$ cat src/rtl/riscv_divider_if.sv
// Request/result handshake bundle for riscv_divider.
// The slave modport is the divider side; the master modport is the requester side.
interface riscv_divider_if #(
    parameter int WIDTH = 32,
    parameter int TAG_W = 6
);
    logic             flush;
    logic             in_valid;
    logic             in_ready;
    logic [1:0]       in_op;
    logic [WIDTH-1:0] in_a;
    logic [WIDTH-1:0] in_b;
    logic [TAG_W-1:0] in_tag;
    logic             out_valid;
    logic             out_ready;
    logic [WIDTH-1:0] out_data;
    logic [TAG_W-1:0] out_tag;
    logic             out_dbz;
    logic             out_ovf;

    modport slave (
        input  flush, in_valid, in_op, in_a, in_b, in_tag, out_ready,
        output in_ready, out_valid, out_data, out_tag, out_dbz, out_ovf
    );

    modport master (
        output flush, in_valid, in_op, in_a, in_b, in_tag, out_ready,
        input  in_ready, out_valid, out_data, out_tag, out_dbz, out_ovf
    );
endinterface

$ cat src/rtl/riscv_divider.sv
// RISC-V M-extension divider (DIV/DIVU/REM/REMU): restoring radix-2, one quotient bit per cycle.
// Optional macro RISCV_DIVIDER_EARLY_OUT_EN finishes |a| < |b| requests in one cycle.
module riscv_divider #(
    parameter int WIDTH = 32,
    parameter int TAG_W = 6
) (
    input  logic           clk,
    input  logic           rst_n,
    riscv_divider_if.slave bus
);
    localparam int               CNT_W    = $clog2(WIDTH);
    localparam logic [CNT_W-1:0] CNT_LAST = CNT_W'(WIDTH - 1);
    localparam logic [WIDTH-1:0] MOST_NEG = {1'b1, {(WIDTH-1){1'b0}}};

    typedef enum logic [1:0] {IDLE, CALC, DONE} state_t;

    state_t           state_q, state_d;
    logic [CNT_W-1:0] cnt_q, cnt_d;
    logic             is_rem_q, is_rem_d;
    logic [TAG_W-1:0] tag_q, tag_d;
    logic [WIDTH-1:0] div_q, div_d;
    logic [WIDTH:0]   acc_q, acc_d;
    logic [WIDTH-1:0] quo_q, quo_d;
    logic             neg_quo_q, neg_quo_d;
    logic             neg_rem_q, neg_rem_d;
    logic [WIDTH-1:0] data_q, data_d;
    logic             dbz_q, dbz_d;
    logic             ovf_q, ovf_d;

    logic             signed_op, a_neg, b_neg, b_zero, ovf_req, accept;
    logic [WIDTH-1:0] a_mag, b_mag;
    logic [WIDTH+1:0] trial, diff;
    logic             q_bit;
    logic [WIDTH:0]   acc_step;
    logic [WIDTH-1:0] quo_step, rem_raw, quo_fix, rem_fix;

    always_comb begin
        signed_op = ~bus.in_op[0];
        a_neg     = signed_op & bus.in_a[WIDTH-1];
        b_neg     = signed_op & bus.in_b[WIDTH-1];
        a_mag     = a_neg ? -bus.in_a : bus.in_a;
        b_mag     = b_neg ? -bus.in_b : bus.in_b;
        b_zero    = (bus.in_b == '0);
        ovf_req   = signed_op & (bus.in_a == MOST_NEG) & (bus.in_b == '1);
        accept    = bus.in_valid & (state_q == IDLE) & ~bus.flush;

        // Shift the partial remainder left by one, pulling in the next dividend bit.
        trial    = {acc_q, quo_q[WIDTH-1]};
        diff     = trial - {2'b00, div_q};
        q_bit    = ~diff[WIDTH+1];
        acc_step = q_bit ? diff[WIDTH:0] : trial[WIDTH:0];
        quo_step = {quo_q[WIDTH-2:0], q_bit};
        rem_raw  = acc_step[WIDTH-1:0];
        quo_fix  = neg_quo_q ? -quo_step : quo_step;
        rem_fix  = neg_rem_q ? -rem_raw : rem_raw;
    end

    always_comb begin
        state_d   = state_q;
        cnt_d     = cnt_q;
        is_rem_d  = is_rem_q;
        tag_d     = tag_q;
        div_d     = div_q;
        acc_d     = acc_q;
        quo_d     = quo_q;
        neg_quo_d = neg_quo_q;
        neg_rem_d = neg_rem_q;
        data_d    = data_q;
        dbz_d     = dbz_q;
        ovf_d     = ovf_q;

        case (state_q)
            IDLE: begin
                if (accept) begin
                    is_rem_d  = bus.in_op[1];
                    tag_d     = bus.in_tag;
                    div_d     = b_mag;
                    acc_d     = '0;
                    quo_d     = a_mag;
                    cnt_d     = '0;
                    neg_quo_d = a_neg ^ b_neg;
                    neg_rem_d = a_neg;
                    dbz_d     = 1'b0;
                    ovf_d     = 1'b0;
                    if (b_zero) begin
                        state_d = DONE;
                        dbz_d   = 1'b1;
                        data_d  = bus.in_op[1] ? bus.in_a : '1;
                    end else if (ovf_req) begin
                        state_d = DONE;
                        ovf_d   = 1'b1;
                        data_d  = bus.in_op[1] ? '0 : bus.in_a;
                    end
`ifdef RISCV_DIVIDER_EARLY_OUT_EN
                    else if (a_mag < b_mag) begin
                        state_d = DONE;
                        data_d  = bus.in_op[1] ? bus.in_a : '0;
                    end
`endif
                    else begin
                        state_d = CALC;
                    end
                end
            end
            CALC: begin
                acc_d = acc_step;
                quo_d = quo_step;
                cnt_d = cnt_q + 1'b1;
                if (cnt_q == CNT_LAST) begin
                    state_d = DONE;
                    cnt_d   = '0;
                    data_d  = is_rem_q ? rem_fix : quo_fix;
                end
            end
            DONE: begin
                if (bus.out_ready) begin
                    state_d = IDLE;
                end
            end
            default: state_d = IDLE;
        endcase

        // Flush wins over every transition; a coincident out handshake is simply the last consume.
        if (bus.flush) begin
            state_d = IDLE;
            cnt_d   = '0;
        end
    end

    always_ff @(posedge clk) begin
        if (!rst_n) begin
            state_q   <= IDLE;
            cnt_q     <= '0;
            is_rem_q  <= 1'b0;
            tag_q     <= '0;
            div_q     <= '0;
            acc_q     <= '0;
            quo_q     <= '0;
            neg_quo_q <= 1'b0;
            neg_rem_q <= 1'b0;
            data_q    <= '0;
            dbz_q     <= 1'b0;
            ovf_q     <= 1'b0;
        end else begin
            state_q   <= state_d;
            cnt_q     <= cnt_d;
            is_rem_q  <= is_rem_d;
            tag_q     <= tag_d;
            div_q     <= div_d;
            acc_q     <= acc_d;
            quo_q     <= quo_d;
            neg_quo_q <= neg_quo_d;
            neg_rem_q <= neg_rem_d;
            data_q    <= data_d;
            dbz_q     <= dbz_d;
            ovf_q     <= ovf_d;
        end
    end

    assign bus.in_ready  = (state_q == IDLE);
    assign bus.out_valid = (state_q == DONE);
    assign bus.out_data  = data_q;
    assign bus.out_tag   = tag_q;
    assign bus.out_dbz   = dbz_q;
    assign bus.out_ovf   = ovf_q;
endmodule

$ cat src/flat_wrapper.sv
// flat-port wrapper written by rule: the top's interface ports become plain ports
module riscv_divider_flat 
#(
    parameter int WIDTH = 32,
    parameter int TAG_W = 6
)
  (clk, rst_n, bus_flush, bus_in_valid, bus_in_op, bus_in_a, bus_in_b, bus_in_tag, bus_out_ready, bus_in_ready, bus_out_valid, bus_out_data, bus_out_tag, bus_out_dbz, bus_out_ovf);
  riscv_divider_if #(.WIDTH(WIDTH), .TAG_W(TAG_W)) bus_i ();
  input  logic clk;
  input  logic rst_n;
  input wire logic [$bits(bus_i.flush)-1:0] bus_flush;
  input wire logic [$bits(bus_i.in_valid)-1:0] bus_in_valid;
  input wire logic [$bits(bus_i.in_op)-1:0] bus_in_op;
  input wire logic [$bits(bus_i.in_a)-1:0] bus_in_a;
  input wire logic [$bits(bus_i.in_b)-1:0] bus_in_b;
  input wire logic [$bits(bus_i.in_tag)-1:0] bus_in_tag;
  input wire logic [$bits(bus_i.out_ready)-1:0] bus_out_ready;
  output wire logic [$bits(bus_i.in_ready)-1:0] bus_in_ready;
  output wire logic [$bits(bus_i.out_valid)-1:0] bus_out_valid;
  output wire logic [$bits(bus_i.out_data)-1:0] bus_out_data;
  output wire logic [$bits(bus_i.out_tag)-1:0] bus_out_tag;
  output wire logic [$bits(bus_i.out_dbz)-1:0] bus_out_dbz;
  output wire logic [$bits(bus_i.out_ovf)-1:0] bus_out_ovf;
  assign bus_i.flush = bus_flush;
  assign bus_i.in_valid = bus_in_valid;
  assign bus_i.in_op = bus_in_op;
  assign bus_i.in_a = bus_in_a;
  assign bus_i.in_b = bus_in_b;
  assign bus_i.in_tag = bus_in_tag;
  assign bus_i.out_ready = bus_out_ready;
  assign bus_in_ready = bus_i.in_ready;
  assign bus_out_valid = bus_i.out_valid;
  assign bus_out_data = bus_i.out_data;
  assign bus_out_tag = bus_i.out_tag;
  assign bus_out_dbz = bus_i.out_dbz;
  assign bus_out_ovf = bus_i.out_ovf;
  riscv_divider #(.WIDTH(WIDTH), .TAG_W(TAG_W)) u_core (.clk(clk), .rst_n(rst_n), .bus(bus_i));
endmodule
$ cat config.mk
export PLATFORM = sky130hd
export DESIGN_NAME = riscv_divider_flat
export DESIGN_NICKNAME = d
export VERILOG_FILES = /design/src/rtl/riscv_divider_if.sv /design/src/rtl/riscv_divider.sv /design/src/flat_wrapper.sv
export SDC_FILE = /design/constraint.sdc
export NUM_CORES = 1
export LEC_CHECK = 0
export ABC_AREA = 1
export CAP_MARGIN = 20
export CELL_PAD_IN_SITES_DETAIL_PLACEMENT = 1
export CELL_PAD_IN_SITES_GLOBAL_PLACEMENT = 1
export CORE_ASPECT_RATIO = 1.2
export CORE_MARGIN = 1
export CORE_UTILIZATION = 30
export DETAILED_ROUTE_END_ITERATION = 8
export GPL_TIMING_DRIVEN = 0
export PLACE_DENSITY_LB_ADDON = 0.2
export SYNTH_ARGS = -nofsm -noshare
export SYNTH_HDL_FRONTEND = slang
export SYNTH_SLANG_ARGS = --single-unit
$ cat constraint.sdc
create_clock -name clk -period 10.9 [get_ports clk]
set_input_delay 1.09 -clock clk [delete_from_list [all_inputs] [get_ports clk]]
set_output_delay 1.09 -clock clk [all_outputs]
set_load 0.02 [all_outputs]
==> key figures <==
Outcome
  – Status: finished clean

GRT
  – Via count of the first global-routing pass: 16.7k
  – Total grt overflow: 0
  – Global-route wire length before repair: 97200 um
  – Initial antenna violation count: 0
  – GRT Overall Usage: 0.278
  – Largest net degree at the start of global routing: 17

Clocking
  – Worst skew pair latency: 0.50 ns
  – Clock transition at path regs: 0.07 ns
  – # hold bufs at CTS: 0
  – # H-tree levels: 4
  – Postcts setup bufs: 0
  – Total CTS buffers: 17
  – Clock sink count: 147
  – CTS Buffer Depth: 2
  – CTS root buf: clkbuf_16
  – Post_cts resized: 0
  – CTS tree: yes

Floorplanning
  – Initial Util: 0.304
  – Die area: 46500 um^2
  – Rows: 85
  – Die Height: 236 um
  – Core Region: 45000 um^2
  – Die Span X: ~200 um
  – IO Count: 119

Timing
  – Slew @ Worst Pin: 1.03 ns
  – Slew Viols, Final: 0
  – Maximum clock frequency: 0.201 GHz
  – Hold slack: 0.467 ns
  – Endpoints failing setup: 0
  – RSZ-0062 raised after global routing: no
  – Period utilisation layout: 0.456
  – Fin. Hold Viols: 0
  – Post-route setup slack: roughly 5.9 ns
  – Clock skew: 0.0209 ns
  – Min Tclk post-route: 4.98 ns
  – Slew HR: 0.314
  – Post-route setup TNS: 0 ns

Layout
  – Highest-count cells in the layout ignoring fill and taps: nand2_1, inv_1, nor2_1, nand3_1, a21oi_1
  – Area delta synth->final: 18.6%
  – Final Util: 0.361
  – Ant diodes: 0
  – Commonest non-fill, non-tap cell in the layout: nand2_1
  – Fin nets: 2682
  – Share of cells above drive strength 1: 0.0489
  – # fillers: 6130
  – Fin area: around 16000 um^2

Critical path
  – CP Data Required Time: 11.24 ns
  – CP Launch Type: flop
  – Crit-path max FO: 10
  – R2R cell count: 28
  – Critical path's largest stage delay: 0.47 ns
  – Setup CP Type: flop to flop
  – R2r setup slk: 5.92 ns
  – Reg-to-reg critical path endpoint: u_core.bus.out_data[26]$_SDFFE_PN0P_
  – Data arrival time of the critical path: 5.31 ns
  – CP most frequent cell: nand2_1
  – Crit end category: flop
  – Critical-path top delay cell: dfxtp_1
  – R2R Path Start: u_core.div_q[31]$_SDFFE_PN0P_

Drt
  – Drt wl/cell: between 20 and 25 um
  – Router iterations before antenna repair: 5
  – 1st-iter DRT viols: between 800 and 900
  – DRT Wirelength: around 64000 um
  – Detailed-route vias per instance: ~5.1
  – Via count: 16.3k
  – Number of remaining DRC errors: 0
  – Detail Route Antenna Nets: 0

Placement
  – Pre-CTS WS: 5.93 ns
  – Post-DP Area: 15600 um^2
  – Dpl hpwl: 53800 um
  – Routability cong.: 0.927
  – Count of buffers from port buffering: ~120

Min path
  – Worst Min Path Start: u_core.cnt_q[3]$_SDFFE_PP0P_
  – WHS Endpoint: u_core.cnt_q[3]$_SDFFE_PP0P_
  – WHS Path Cells: 2
  – Worst hold path class: flop to flop

Flow run
  – # Max-Cap Violations: 0

Yosys
  – Synth Flop Type: dfxtp_1
  – Main area contributors after synthesis: dfxtp_1, nand2_1, inv_1, nand3_1, a21oi_1
  – Post-synthesis cell type count: 54
  – Avg Cell Area, Syn: 5.64 um^2
  – Synth Register Bits: 147
  – Yosys warnings: 0
  – Mapped Area: ~14000 um^2
  – Ys async rst share: 0
  – Mapped Cells: 2428
  – Share of the synthesized area in the top cell type: 0.215
  – Syn Nets: 2545
  – Number of flops mapped to enable cells by yosys: 0
  – Cell accounting for the most synthesized area: dfxtp_1
  – Register area share after synthesis: 0.215

Power and ir drop
  – Worst vdd ir: 121 uV
  – Pwr/cell area: 113 nW/um^2
  – Lkg Pwr: 7.59 nW
kinds of logic after synthesis:
group | count (synthesis) | synth area share
AO/OA/AOI/OAI | 407 | 0.163
flip-flops | 147 | 0.215
AND/OR/NAND/NOR | 1373 | 0.435
buffers and inverters | 418 | 0.123
adder cells (fa/ha/maj) | 40 | 0.0371
XOR/XNOR | 43 | 0.0275
per-stage QoR:
step	power (mW)	std cells
floorplan	0.974	2428
global placement	1.19	3154
detailed placement	1.20	3155
CTS	1.86	3187
global route	1.94	3187
finish	1.84	3187
layout make-up:
cell class / instances / area (um^2) / area share
plain buffers: 103 / 504 / 0.0311
clock buffers: 19 / 433 / 0.0267
clock inverters: 13 / 173 / 0.0106
inverters: 315 / 1180 / 0.0729
multi-input cells: 1863 / 9060 / 0.558
flip-flops and latches: 147 / 2940 / 0.181
well taps: 609 / 762 / 0.0470
repair buffers: 118 / 1180 / 0.0725
synthesized netlist by cell type, types with 2 or more instances:
cell type	number
nand2_1	776
inv_1	307
nor2_1	236
nand3_1	212
a21oi_1	182
dfxtp_1	147
o21ai_0	134
clkbuf_1	71
ha_1	39
a31oi_1	35
nor3_1	29
nand4_1	24
xor2_1	23
nand3b_1	21
xnor2_1	20
nor2_2	19
nand2_2	17
o221ai_1	11
o211ai_1	10
buf_1	9
buf_6	9
nor4_1	8
o21ai_1	8
buf_2	7
o21bai_1	7
inv_2	6
o22ai_1	6
buf_4	5
nand2_4	5
nand3_2	5
nor3_2	5
a21oi_2	4
nor2_4	3
o31ai_1	3
and2_1	2
buf_8	2
clkinv_1	2
nand2_8	2
nand3_4	2
worst max-delay path, delay by kind of cell (launching register included):
kind	cells	cell delay (ns)
AND/OR/NAND/NOR	20	3.03
adder cells (fa/ha/maj)	2	0.62
AO/OA/AOI/OAI	4	0.38
buffers and inverters	2	0.32
flip-flops	1	0.47
per-layer routing:
layer	global-route usage	wire length [um]	share of wire
met5	0	0	0
met3	0.0366	1880	0.029
met2	0.499	32100	0.50
met1	0.322	27200	0.42
met4	0.134	2960	0.046
power by group:
part	internal, mW	switching, mW
combinational	0.190	0.427
clock	0.363	0.281
sequential	0.559	0.0205
sequential cells by signal (all words and copies together), names as in the netlist:
name	flops
u_core.bus.out_data	32
u_core.neg_rem_q	1
u_core.cnt_q	5
u_core.acc_q	33
u_core.is_rem_q	1
u_core.state_q	2
u_core.div_q	32
u_core.bus.out_dbz	1
u_core.bus.out_tag	6
u_core.bus.out_ovf	1
u_core.neg_quo_q	1
u_core.quo_q	32
worst max-delay path by stage:
| stage | startpoint | endpoint | slack [ns] | cells after the start |
|---|---|---|---|---|
| finish | u_core.div_q[31]$_SDFFE_PN0P_ | u_core.bus.out_data[26]$_SDFFE_PN0P_ | 5.92 | 28 |
| floorplan | u_core.div_q[29]$_SDFFE_PN0P_ | u_core.bus.out_data[24]$_SDFFE_PN0P_ | 7.12 | 27 |
| detailed placement | bus_in_b[0] | u_core.bus.out_data[28]$_SDFFE_PN0P_ | 5.93 | 20 |
| global placement | bus_in_a[0] | u_core.bus.out_data[24]$_SDFFE_PN0P_ | 5.55 | 19 |
| CTS | u_core.div_q[31]$_SDFFE_PN0P_ | u_core.bus.out_data[26]$_SDFFE_PN0P_ | 5.89 | 28 |
| global route | u_core.div_q[29]$_SDFFE_PN0P_ | u_core.bus.out_data[26]$_SDFFE_PN0P_ | 5.35 | 28 |
Note: power is estimated with default switching activity, not from simulation.
